`src/rtl/lfu_finder.sv`:
```
// Least-frequently-used victim finder for a 4-entry buffer pool.
// Define LFU_AGING_EN to halve every counter when a saturated counter is referenced.
module lfu_finder #(
    parameter int CNT_W = 2
) (
    input  logic       clk,
    input  logic       rst_n,
    input  logic       new_buf_req,
    input  logic [1:0] ref_buf_numbr,
    output logic [1:0] buf_num_replc
);

    localparam logic [CNT_W-1:0] CNT_MAX = '1;

    logic [CNT_W-1:0]   access_time_0;
    logic [CNT_W-1:0]   access_time_1;
    logic [CNT_W-1:0]   access_time_2;
    logic [CNT_W-1:0]   access_time_3;
    logic [4*CNT_W-1:0] flag;
    logic [CNT_W-1:0]   cnt [4];
    logic [CNT_W-1:0]   nxt [4];
    logic [CNT_W-1:0]   min_val;
    logic [1:0]         n_buf_num_replc;

    assign cnt[0] = access_time_0;
    assign cnt[1] = access_time_1;
    assign cnt[2] = access_time_2;
    assign cnt[3] = access_time_3;
    assign flag   = {access_time_3, access_time_2, access_time_1, access_time_0};

    // Strict less-than keeps the lowest index on ties.
    always_comb begin
        min_val         = cnt[0];
        n_buf_num_replc = 2'd0;
        for (int i = 1; i < 4; i++) begin
            if (cnt[i] < min_val) begin
                min_val         = cnt[i];
                n_buf_num_replc = 2'(i);
            end
        end
        if (&flag) begin
            n_buf_num_replc = 2'd0;
        end
    end

    always_comb begin
        for (int i = 0; i < 4; i++) begin
            nxt[i] = cnt[i];
        end
        if (new_buf_req) begin
            nxt[n_buf_num_replc] = '0;
        end else if (cnt[ref_buf_numbr] == CNT_MAX) begin
`ifdef LFU_AGING_EN
            for (int i = 0; i < 4; i++) begin
                nxt[i] = cnt[i] >> 1;
            end
            nxt[ref_buf_numbr] = (cnt[ref_buf_numbr] >> 1) + CNT_W'(1);
`endif
        end else begin
            nxt[ref_buf_numbr] = cnt[ref_buf_numbr] + CNT_W'(1);
        end
    end

    always_ff @(posedge clk or negedge rst_n) begin
        if (!rst_n) begin
            access_time_0 <= '0;
            access_time_1 <= '0;
            access_time_2 <= '0;
            access_time_3 <= '0;
            buf_num_replc <= 2'd0;
        end else begin
            access_time_0 <= nxt[0];
            access_time_1 <= nxt[1];
            access_time_2 <= nxt[2];
            access_time_3 <= nxt[3];
            if (new_buf_req) begin
                buf_num_replc <= n_buf_num_replc;
            end
        end
    end

endmodule

```
`config.mk`:
```
export PLATFORM = sky130hd
export DESIGN_NAME = lfu_finder
export DESIGN_NICKNAME = d
export VERILOG_FILES = /design/src/rtl/lfu_finder.sv
export SDC_FILE = /design/constraint.sdc
export NUM_CORES = 1
export LEC_CHECK = 0
export CORE_AREA = 2 2 39 41
export CTS_BUF_LIST = sky130_fd_sc_hd__clkbuf_2
export DETAILED_ROUTE_END_ITERATION = 10
export DIE_AREA = 0 0 41 43
export PLACE_DENSITY = 0.77
export SLEW_MARGIN = 30
export SYNTH_ARGS = -nofsm -noshare
export SYNTH_HDL_FRONTEND = slang
export SYNTH_SLANG_ARGS = --single-unit
```
`constraint.sdc`:
```
create_clock -name clk -period 3.1 [get_ports clk]
set_input_delay 0.465 -clock clk [delete_from_list [all_inputs] [get_ports clk]]
set_output_delay 0.465 -clock clk [all_outputs]
set_load 0.1 [all_outputs]
```
# Word-level counts from Yosys, hierarchy flattened
# Index checks and enable logic that the tools add are counted.
[op_classes]
n_addsub = 1
order_cmp = 7
n_eq_ne = 2
mux = 16
bitwise_logic = 4
reduce_logical = 3
[ops]
columns = ["cell", "n"]
rows = [
  ["two-way mux 2 bit", 9],
  ["two-way mux 8 bit", 2],
  ["AND 8 bit", 1],
  ["bitwise mux 8 bit", 1],
  ["demux 2 bit (select 2 bit)", 2],
  ["inverter 8 bit", 1],
  ["AND reduction 8 bit", 1],
  ["greater-or-equal comparator 3 bit, second input constant", 2],
  ["< comparator 2 bit", 3],
  ["< comparator 3 x 1 -> 1 bit, second input constant", 2],
  ["inverter 2 -> 3 bit", 2],
  ["binary-select mux 2 bit (select 2 bit)", 1],
  ["adder 2 x 1 -> 2 bit, second input constant", 1],
  ["equality test 2 bit, second input constant", 1],
  ["logical AND 1 bit", 2],
  ["inequality test 2 bit, second input constant", 1],
  ["two-way mux 1 bit", 1],
]
[word_totals]
reg_bits = 10
input_bits = 5
output_inout_bits = 2
wordCells = 38

# Depth between registers and ports, before layout
# Gate-level depths: netlist of run 1.
[depth]
ltp_word = 15
mapped_depth = 9
mapped_depth_nobuf = 9

# Worst setup path before layout of run 1
# OpenSTA, ideal clock, no wires.
[synth_timing]
path_type = "in2reg"
from = "input port ref_buf_numbr[0]"
to = "register access_time_2[0]"
setup_time_ps = 135
arrival_time_ps = 2069
required_ps = 2965
path_slack_ps = 896
path_stages = 5
path_buffers = 0
cell_sequence = "mux4_1 -> ha_1 -> or4b_2 -> nand2_1 -> o22ai_1"
[synth_between]
elab_chain_cells = 8
elab_cells_between_ends = 15
cone_classes = "add/sub (1); order compare (2); eq/ne (2); mux (8); bitwise (1); reduce/logical (1)"
[synth_rtl]
columns = ["element", "line", "rtl"]
rows = [
  ["start, declared", "9", "input logic [1:0] ref_buf_numbr,"],
  ["inverter 2 -> 3 bit (not written as such) *", "52, 60", ""],
  ["binary-select mux 2 bit (select 2 bit), or another cell as far along", "52, 60", ""],
  ["two-way mux 2 bit (not written as such) / logical AND 1 bit (equally long branches)", "52, 60", ""],
  ["two-way mux 2 bit, on equally long branches", "52, 60", ""],
  ["adder 2 x 1 -> 2 bit / demux 2 bit (select 2 bit) (equally long branches)", "60", "nxt[ref_buf_numbr] = cnt[ref_buf_numbr] + CNT_W'(1);"],
  ["bitwise mux 8 bit", "60", ""],
  ["two-way mux 8 bit", "52", "end else if (cnt[ref_buf_numbr] == CNT_MAX) begin"],
  ["two-way mux 8 bit", "50", "if (new_buf_req) begin"],
  ["end signal, assigned", "74", "access_time_2 <= nxt[2];"],
  ["end, declared", "17", "logic [CNT_W-1:0] access_time_2;"],
]
# Every way passes the cells marked *; elsewhere a longest branch is shown, timed or not. The select of a mux whose other input is x is not followed.
# A chain may end at the register's enable or synchronous reset.

# Worst setup path in the final report of run 1
[layout_timing]
from = "input port ref_buf_numbr[0]"
to = "register access_time_2[1]"
# The elaborated chain is that of the path after synthesis.

==> results of run 1 <==
[synthesized netlist by cell type (2+ instances only)]
master	count
a32o_1	2
nand4_1	2
a21oi_1	3
o21bai_1	2
nor2_1	3
o21ai_0	4
inv_1	6
o22ai_1	3
a31oi_1	2
nand2_1	7
dfrtp_1	10
ha_1	6
a22o_1	2
nor3_1	2
a21o_1	2
[worst reg2reg max path, delay by kind of cell, from the launching register on]
family / cells / cell delay (ns)
and+or+nand+nor: 2 / 0.82
adders and majority gates: 1 / 0.28
muxes: 1 / 0.59
AOI/OAI and AO/OA: 1 / 0.07
DFF: 1 / 0.47
[metrics by stage]
step | instances | hold WS [ns] | setup WS, ns | utilization (%) | total power [W]
after detailed placement | 96 | 0.4969 | 0.1501 | 58.23 | 0.0008716
after global placement | 96 | 0.4739 | 0.2243 | 58.23 | 0.0008533
after global routing | 100 | 0.5267 | 0.3040 | 59.58 | 0.001022
after CTS | 100 | 0.5218 | 0.4241 | 59.58 | 0.0009467
final | 100 | 0.5116 | 0.3659 | 59.58 | 0.0009569
after floorplan | 74 | 0.1694 | 0.8965 | - | 0.0007273
[registers in the layout, indices dropped and copies added, names as in the netlist]
register,cells
access_time_2,2
access_time_0,2
buf_num_replc,2
access_time_1,2
access_time_3,2
[logic make-up after synthesis]
kind of cell	share of synthesized area (%)
buffers and inverters	3.779
adder cells (fa/ha/maj)	10.31
flip-flops	34.36
multiplexers	8.763
AND/OR/NAND/NOR	15.47
XOR/XNOR	1.203
AO/OA/AOI/OAI	26.12
[area by class of cell]
| type | count | area [sq um] |
|---|---|---|
| well taps | 16 | 20.02 |
| multi-input cells | 57 | 450.4 |
| repair buffers | 7 | 62.56 |
| clock buffers | 3 | 15.01 |
| flip-flops and latches | 10 | 250.2 |
| clock inverters | 1 | 3.754 |
| inverters | 6 | 22.52 |
| fillers | 128 | 559.3 |
[report_power, final]
part | total (W) | internal [W] | switching, W
combinational | 0.000610 | 0.000255 | 0.000354
clock | 0.0000746 | 0.0000280 | 0.0000466
sequential | 0.000273 | 0.000190 | 0.0000824
[routing by layer]
layer,vias up,wire (microns)
li1,312,-
met1,302,772
met2,24,806
met3,8,60
met4,0,45
met5,-,0
[worst paths after layout]
check,endpoint,slack [ns],cells past startpoint
max,access_time_2[1],0.37,6
min,buf_num_replc[1],0.51,1
max reg2reg,access_time_2[1],0.74,5
min reg2reg,buf_num_replc[1],0.52,1
max in group asynchronous,access_time_2[1],2.26,1
min in group clk,buf_num_replc[1],0.52,1
==> impl_metrics.tcl, run 1 <==
set metrics [dict create \
    syn_nets 85 \
    launch_point_of_the_worst_reg_to_reg_path "access_time_1[0]" \
    drt_wl_total_microns 1685 \
    global_route.usage.met1_pct 33.33 \
    fin_setup_tns_ns 0 \
    postCtsResizedCells 0 \
    synth.avg_cell_area_sq_um 9.841 \
    route.antenna.remaining_nets 0 \
    synth-seq-area-share_pct 34.36 \
    coreArea_sq_um 1384 \
    drt-wirelength-per-cell_microns 16.85 \
    synthesized_netlist_cell_count 74 \
    netlist-cell-type-count 33 \
    synth_async_sr_flop_share_pct 100.0 \
    number_of_global_route_vias_before_repair 601 \
    netlist.top_cell.by_area "dfrtp_1" \
    run_status "finished, final reports clean" \
    worstSetupPathType "input pin to flop" \
    ctsLongestPathBuffers 2 \
    worstHoldPathType "input pin to async pin" \
    viasPerCell 6.460 \
    cts_made_buffers 3 \
    clk_latency_ns 0.26 \
    globalRouteTotalUtil_pct 23.46 \
    grt_first_pass_wirelength_microns 2746 \
    number_of_setup_buffers_added_after_cts 0 \
    cts.sinks 10 \
    finish.instance_area_sq_um 824.5 \
    dpl.hpwl_microns 1268 \
    placed_cell_area_sq_um 805.8 \
    crit_path_start_kind "input pin" \
    io_buffers 6 \
    irDropWorstVdd_mv 0.6269 \
    slew_violations 0 \
    drc_errors 0 \
    worst_endpoint_required_time_ns 3.22 \
    number_of_antenna_violations_at_the_first_check_in_global_routing 0 \
    max_cap_viol_count 0 \
    synth_edf_count 0 \
    die_area_sq_um 1763 \
    layout.cells.most_common_list "dfrtp_1, nand2_1, inv_1, ha_1" \
    critPathMaxStageDelay_ns 0.69 \
    n_antenna_cell 0 \
    critPathMaxFanout 6 \
    crit_arrival_ns 2.86 \
    rsz0062_at_grt "false" \
    detail_route.iter0.violations 15 \
    floorplan.die.width_microns 41 \
    critical_path.endpoint_type "flop" \
    fmax_mhz 365.8 \
    top_flip_flop_cell_by_instance_count_after_synthesis "dfrtp_1" \
    period_utilization_pct 88.20 \
    via_count 646 \
    gp_congestion 0.7576 \
    io_pins 7 \
    first_pass_iters 4 \
    p_leak_nw 0.3609 \
    timing.critical_path.buf_inv 1 \
    ys.warnings.count 0 \
    worst_clock_skew_ns 0.01229 \
    clk_root_buffer_cell "clkbuf_2" \
    final_hold_fails 0 \
    final.min_clock_period_ns 2.734 \
    layout-drive-gt1-share_pct 15.48 \
    finalSetupViolCount 0 \
    global_route.usage.met2_pct 34.38 \
    start_util_pct 52.62 \
    synth_seq_cells 10 \
    cpMaxStageDelayCell "or4b_2" \
    grt.busiest_layer "met2" \
    synthToLayoutAreaGrowth_pct 13.23 \
    ctsHtreeMaxLevel 1 \
    layout_commonest_cell "dfrtp_1" \
    cts.reportedPaths.clkPinSlew_ns 0.11 \
    use_met3_pct 3.141 \
    worstSetupStartpoint "ref_buf_numbr[0]" \
    holdBufCountCts 0 \
    design.final.nets 96 \
    maximum_number_of_pins_on_one_net_before_global_route_repair 11 \
    cp_cell_sequence "clkdlybuf4s50_1, mux4_1, ha_1, or4b_2, nand2_1, o22ai_1" \
    critical_path.top_delay_family "simple AND/OR/NAND/NOR gates" \
    synth.cell_area_sq_um 728.2 \
    cts_tree "done" \
    ys_top_cells_by_area "dfrtp_1, ha_1, mux4_1" \
    measured_slew_at_the_worst_slew_check_pin_ns 0.4637 \
    yosysTopAreaCellShare_pct 34.36 \
    die_h_microns 43 \
    maxSlewHeadroom_pct 68.99 \
    power_density_nw_per_um2 1161 \
    globalRoute.totalOverflow 0 \
    fp-row-count 14 \
]
Note: power is estimated with default switching activity, not from simulation.
==> run 2, diff against run 1 <==
==> constraint.sdc (replaced) <==
create_clock -name clk -period 3.1 [get_ports clk]
set_input_delay 0.31 -clock clk [delete_from_list [all_inputs] [get_ports clk]]
set_output_delay 0.31 -clock clk [all_outputs]
set_load 0.1 [all_outputs]
==> impl_metrics.tcl, run 2 (same netlist as run 1, synthesis figures left out) <==
set metrics [dict create \
    seq_power_share_pct 28.1 \
    total_switching_power_w 0.0004679 \
    clk_root_buffer_cell "clkbuf_2" \
    drt_wl_total_microns 1548 \
    globalRoute.totalOverflow 0 \
    number_of_global_route_vias_before_repair 610 \
    start_util_pct 52.62 \
    cts.sinks 10 \
    p_leak_nw 0.3530 \
    cts_made_buffers 3 \
    number_of_setup_buffers_added_after_cts 0 \
    cellInternalPower_w 0.0004763 \
    coreArea_sq_um 1384 \
    clk_latency_ns 0.25 \
    worstSetupPathType "input pin to flop" \
    grt_first_pass_wirelength_microns 2822 \
    dpl.hpwl_microns 1174 \
    report.power.total_w 0.0009442 \
    n_antenna_cell 0 \
    slew_violations 0 \
    ctsHtreeMaxLevel 1 \
    maximum_number_of_pins_on_one_net_before_global_route_repair 11 \
    layout.cells.most_common_list "dfrtp_1, nand2_1, inv_1, ha_1, clkdlybuf4s50_1" \
    drt-wirelength-per-cell_microns 15.64 \
    design.final.nets 95 \
    finalSetupViolCount 0 \
    ctsLongestPathBuffers 2 \
    worst_clock_skew_ns 0.003195 \
    irDropWorstVdd_mv 0.6611 \
    holdBufCountCts 0 \
    fin_setup_tns_ns 0 \
    floorplan.die.width_microns 41 \
    rsz0062_at_grt "false" \
    worst_endpoint_required_time_ns 3.23 \
    postCtsResizedCells 0 \
    globalRouteTotalUtil_pct 23.95 \
    share_clk_of_total_power_pct 7.7 \
    final.min_clock_period_ns 2.566 \
    fp-row-count 14 \
    switching_share_pct 49.56 \
    power_density_nw_per_um2 1149 \
    cts.reportedPaths.clkPinSlew_ns 0.10 \
    first_pass_iters 4 \
    cts_tree "done" \
    period_utilization_pct 82.77 \
    placed_cell_area_sq_um 803.3 \
    synthToLayoutAreaGrowth_pct 12.89 \
    viasPerCell 6.293 \
    die_area_sq_um 1763 \
    crit_arrival_ns 2.69 \
    max_cap_viol_count 0 \
    maxSlewHeadroom_pct 35.80 \
    measured_slew_at_the_worst_slew_check_pin_ns 0.9600 \
    route.antenna.remaining_nets 0 \
    drc_errors 0 \
    power.share.combinational_pct 64.2 \
    via_count 623 \
    die_h_microns 43 \
    number_of_antenna_violations_at_the_first_check_in_global_routing 0 \
    final_hold_fails 0 \
    critPathMaxFanout 6 \
    fmax_mhz 389.7 \
    io_buffers 6 \
    layout_commonest_cell "dfrtp_1" \
    postLayoutCoreUtil_pct 59.40 \
    finish.instance_area_sq_um 822.0 \
    gp_congestion 0.7749 \
    run_status "finished, final reports clean" \
    crit_path_start_kind "input pin" \
    detail_route.iter0.violations 15 \
    critical_path.endpoint_type "flop" \
    layout-drive-gt1-share_pct 12.05 \
    worstHoldPathType "input pin to async pin" \
    io_pins 7 \
]
[run 2: cell count changes in the layout (fill, tap and decap cells not counted)]
cell | previous run | this run
buf_4 | 3 | 0
clkdlybuf4s50_1 | 4 | 6
[run 2: final cells by class]
| class | instances | area [sq um] |
|---|---|---|
| clock inverter | 1 | 3.754 |
| tap | 16 | 20.02 |
| clock buffer | 3 | 15.01 |
| fill | 118 | 561.8 |
| inverter | 6 | 22.52 |
| sequential | 10 | 250.2 |
| timing repair buffer | 6 | 60.06 |
| multi-input combinational | 57 | 450.4 |
[run 2: worst max-delay path, cell delays in order]
cell and delay [ns]:
clkdlybuf4s50_1 0.59, mux4_1 0.65, ha_1 0.27, or4b_2 0.68, nand2_1 0.11, o22ai_1 0.07
[run 2: per-stage QoR]
step | hold WS (ns) | std cells | setup slack [ns]
after floorplan | 0.01441 | 74 | 0.9778
after global placement | 0.4704 | 95 | 0.3790
after detailed placement | 0.4774 | 95 | 0.2897
after CTS | 0.3758 | 99 | 0.5560
after global routing | 0.4056 | 99 | 0.3713
final | 0.3661 | 99 | 0.5340
[run 2: path summary, 6_finish.rpt]
| kind | slack (ns) | end | cells past startpoint | startpoint |
|---|---|---|---|---|
| max reg2reg | 0.77 | access_time_2[1] | 5 | access_time_1[0] |
| min in group clk | 0.50 | buf_num_replc[1] | 1 | buf_num_replc[1] |
| min | 0.37 | access_time_2[0] | 1 | rst_n |
| min reg2reg | 0.50 | buf_num_replc[1] | 1 | buf_num_replc[1] |
| max | 0.53 | access_time_2[1] | 6 | ref_buf_numbr[0] |
| max in group asynchronous | 2.42 | buf_num_replc[0] | 1 | rst_n |
[run 2: power by group through the flow]
stage	registers, W	logic [W]	clock network [W]
finish	0.000266	0.000606	0.0000726
global route	0.000278	0.000672	0.0000782
CTS	0.000265	0.000603	0.0000747
detailed placement	0.000267	0.000598	0
global placement	0.000267	0.000587	0
floorplan	0.000331	0.000396	0
[run 2: per-layer routing]
layer  vias up  track usage, %  routed length, microns
met3         7           1.571                      60
li1        306               -                       -
met5         -               0                       0
met2        23           33.13                     752
met4         0           14.67                      40
met1       287           35.42                     695
==> run 3, diff against run 2 <==
clock period = 2.37 ns   (was 3.1 ns; I/O delays follow)
==> impl_metrics.tcl, run 3 (same netlist as run 1, synthesis figures left out) <==
set metrics [dict create \
    run_status "finished, final reports clean" \
    via_count 684 \
    holdBufCountCts 0 \
    synthToLayoutAreaGrowth_pct 23.37 \
    fmax_mhz 449.4 \
    design.final.nets 106 \
    coreArea_sq_um 1384 \
    drt-wirelength-per-cell_microns 16.28 \
    p_leak_nw 0.4143 \
    detail_route.iter0.violations 23 \
    n_antenna_cell 0 \
    worst_endpoint_required_time_ns 2.52 \
    rsz0062_at_grt "false" \
    maxSlewHeadroom_pct 67.85 \
    crit_arrival_ns 2.38 \
    critPathMaxStageDelay_ns 0.45 \
    power_density_nw_per_um2 1451 \
    critical_path.endpoint_type "flop" \
    io_pins 7 \
    max_cap_viol_count 0 \
    worst_clock_skew_ns 0.005176 \
    crit_path_start_kind "flop" \
    die_h_microns 43 \
    critical_path.most_common_cell "ha_1" \
    report.power.total_w 0.001304 \
    route.antenna.remaining_nets 0 \
    start_util_pct 52.62 \
    gp_congestion 0.8177 \
    io_buffers 6 \
    critPathMaxFanout 6 \
    number_of_global_route_vias_before_repair 631 \
    layout-drive-gt1-share_pct 25.53 \
    worstSetupStartpoint "access_time_0[1]" \
    dpl.hpwl_microns 1413 \
    final.min_clock_period_ns 2.225 \
    fp-row-count 14 \
    worstSetupPathType "flop to flop" \
    grt_first_pass_wirelength_microns 2808 \
    finalSetupViolCount 0 \
    maximum_number_of_pins_on_one_net_before_global_route_repair 11 \
    worstHoldPathType "input pin to async pin" \
    globalRouteTotalUtil_pct 24.07 \
    first_pass_iters 4 \
    drt_wl_total_microns 1791 \
    layout_commonest_cell "buf_4" \
    ctsHtreeMaxLevel 1 \
    crit-reg2reg-capture "access_time_3[1]" \
    r2r.worst_path.cells 8 \
    final_hold_fails 0 \
    clk_latency_ns 0.26 \
    die_area_sq_um 1763 \
    postLayoutCoreUtil_pct 64.92 \
    fin_setup_tns_ns 0 \
    globalRoute.totalOverflow 0 \
    cts_tree "done" \
    measured_slew_at_the_worst_slew_check_pin_ns 0.4807 \
    cpMaxStageDelayCell "dfrtp_1" \
    slew_violations 0 \
    period_utilization_pct 93.89 \
    clk_root_buffer_cell "clkbuf_2" \
    launch_point_of_the_worst_reg_to_reg_path "access_time_0[1]" \
    postCtsResizedCells 0 \
    reg2reg_slack_ns 0.14 \
    cts_made_buffers 3 \
    number_of_setup_buffers_added_after_cts 0 \
    irDropWorstVdd_mv 0.8483 \
    number_of_antenna_violations_at_the_first_check_in_global_routing 0 \
    viasPerCell 6.218 \
    cts.reportedPaths.clkPinSlew_ns 0.11 \
    cts.sinks 10 \
    ctsLongestPathBuffers 2 \
    cp_cell_sequence "ha_1, ha_1, inv_1, ha_1, a21o_1, a311oi_1, o21ai_0, a32o_1" \
    num-fill-cells 119 \
    drc_errors 0 \
    layout.cells.most_common_list "buf_4, dfrtp_1, nand2_1, inv_1, ha_1" \
    floorplan.die.width_microns 41 \
]
==> run 3: cell types whose count changed in the layout (fill, tap and decap cells not counted), sizes merged <==
cell | previous run | this run
buf | 0 | 13
clkdlybuf4s50 | 6 | 3
dlymetal6s2s | 0 | 1
==> run 3: worst max path at each step <==
| stage | endpoint | slack (ns) | cells past startpoint |
|---|---|---|---|
| after detailed placement | access_time_2[1] | -0.22 | 6 |
| after global placement | access_time_2[1] | -0.17 | 6 |
| after CTS | access_time_2[1] | 0.06 | 6 |
| after floorplan | access_time_2[0] | 0.25 | 5 |
| after global routing | access_time_0[1] | 0.04 | 9 |
| final | access_time_3[1] | 0.14 | 8 |
==> run 3: through the flow <==
step                worst slack [ns]  hold slack [ns]  area (sq um)  std cells
floorplan                     0.2478         -0.05859         728.2         74
global placement             -0.1669           0.4748         880.8        106
detailed placement           -0.2174           0.4965         880.8        106
CTS                          0.05679           0.3009         899.6        110
global route                 0.03700           0.3312         898.4        110
finish                        0.1449           0.2886         898.4        110
==> run 3: report_power, final <==
| group | total (W) | internal, W | switching (W) |
|---|---|---|---|
| logic | 0.000860 | 0.000376 | 0.000485 |
| clock network | 0.000100 | 0.0000366 | 0.0000633 |
| registers | 0.000343 | 0.000249 | 0.0000944 |
==> run 3: cell type report <==
cell class / instances / area (sq um) / area share (%)
multi-input combinational: 57 / 446.7 / 49.72
inverter: 6 / 22.52 / 2.507
sequential: 10 / 250.2 / 27.86
clock buffer: 3 / 15.01 / 1.671
clock inverter: 1 / 3.754 / 0.4178
tap: 16 / 20.02 / 2.228
timing repair buffer: 17 / 140.1 / 15.60
==> run 3: routing by layer <==
metal / part of all wire (%) / wire length [microns] / track usage, % / up-vias
li1: - / - / - / 332
met1: 48 / 855 / 32.75 / 325
met2: 48 / 864 / 38.75 / 21
met3: 2.5 / 45 / 3.141 / 6
met4: 1.4 / 25 / 6.667 / 0
met5: 0 / 0 / 0 / -
==> run 3: worst max-delay path: cells and delay by family, from the launching register on <==
family                     cells  cell delay (ns)
DFF                            1             0.45
AOI/OAI and AO/OA              4             0.93
buffers and inverters          1             0.05
adders and majority gates      3             0.68
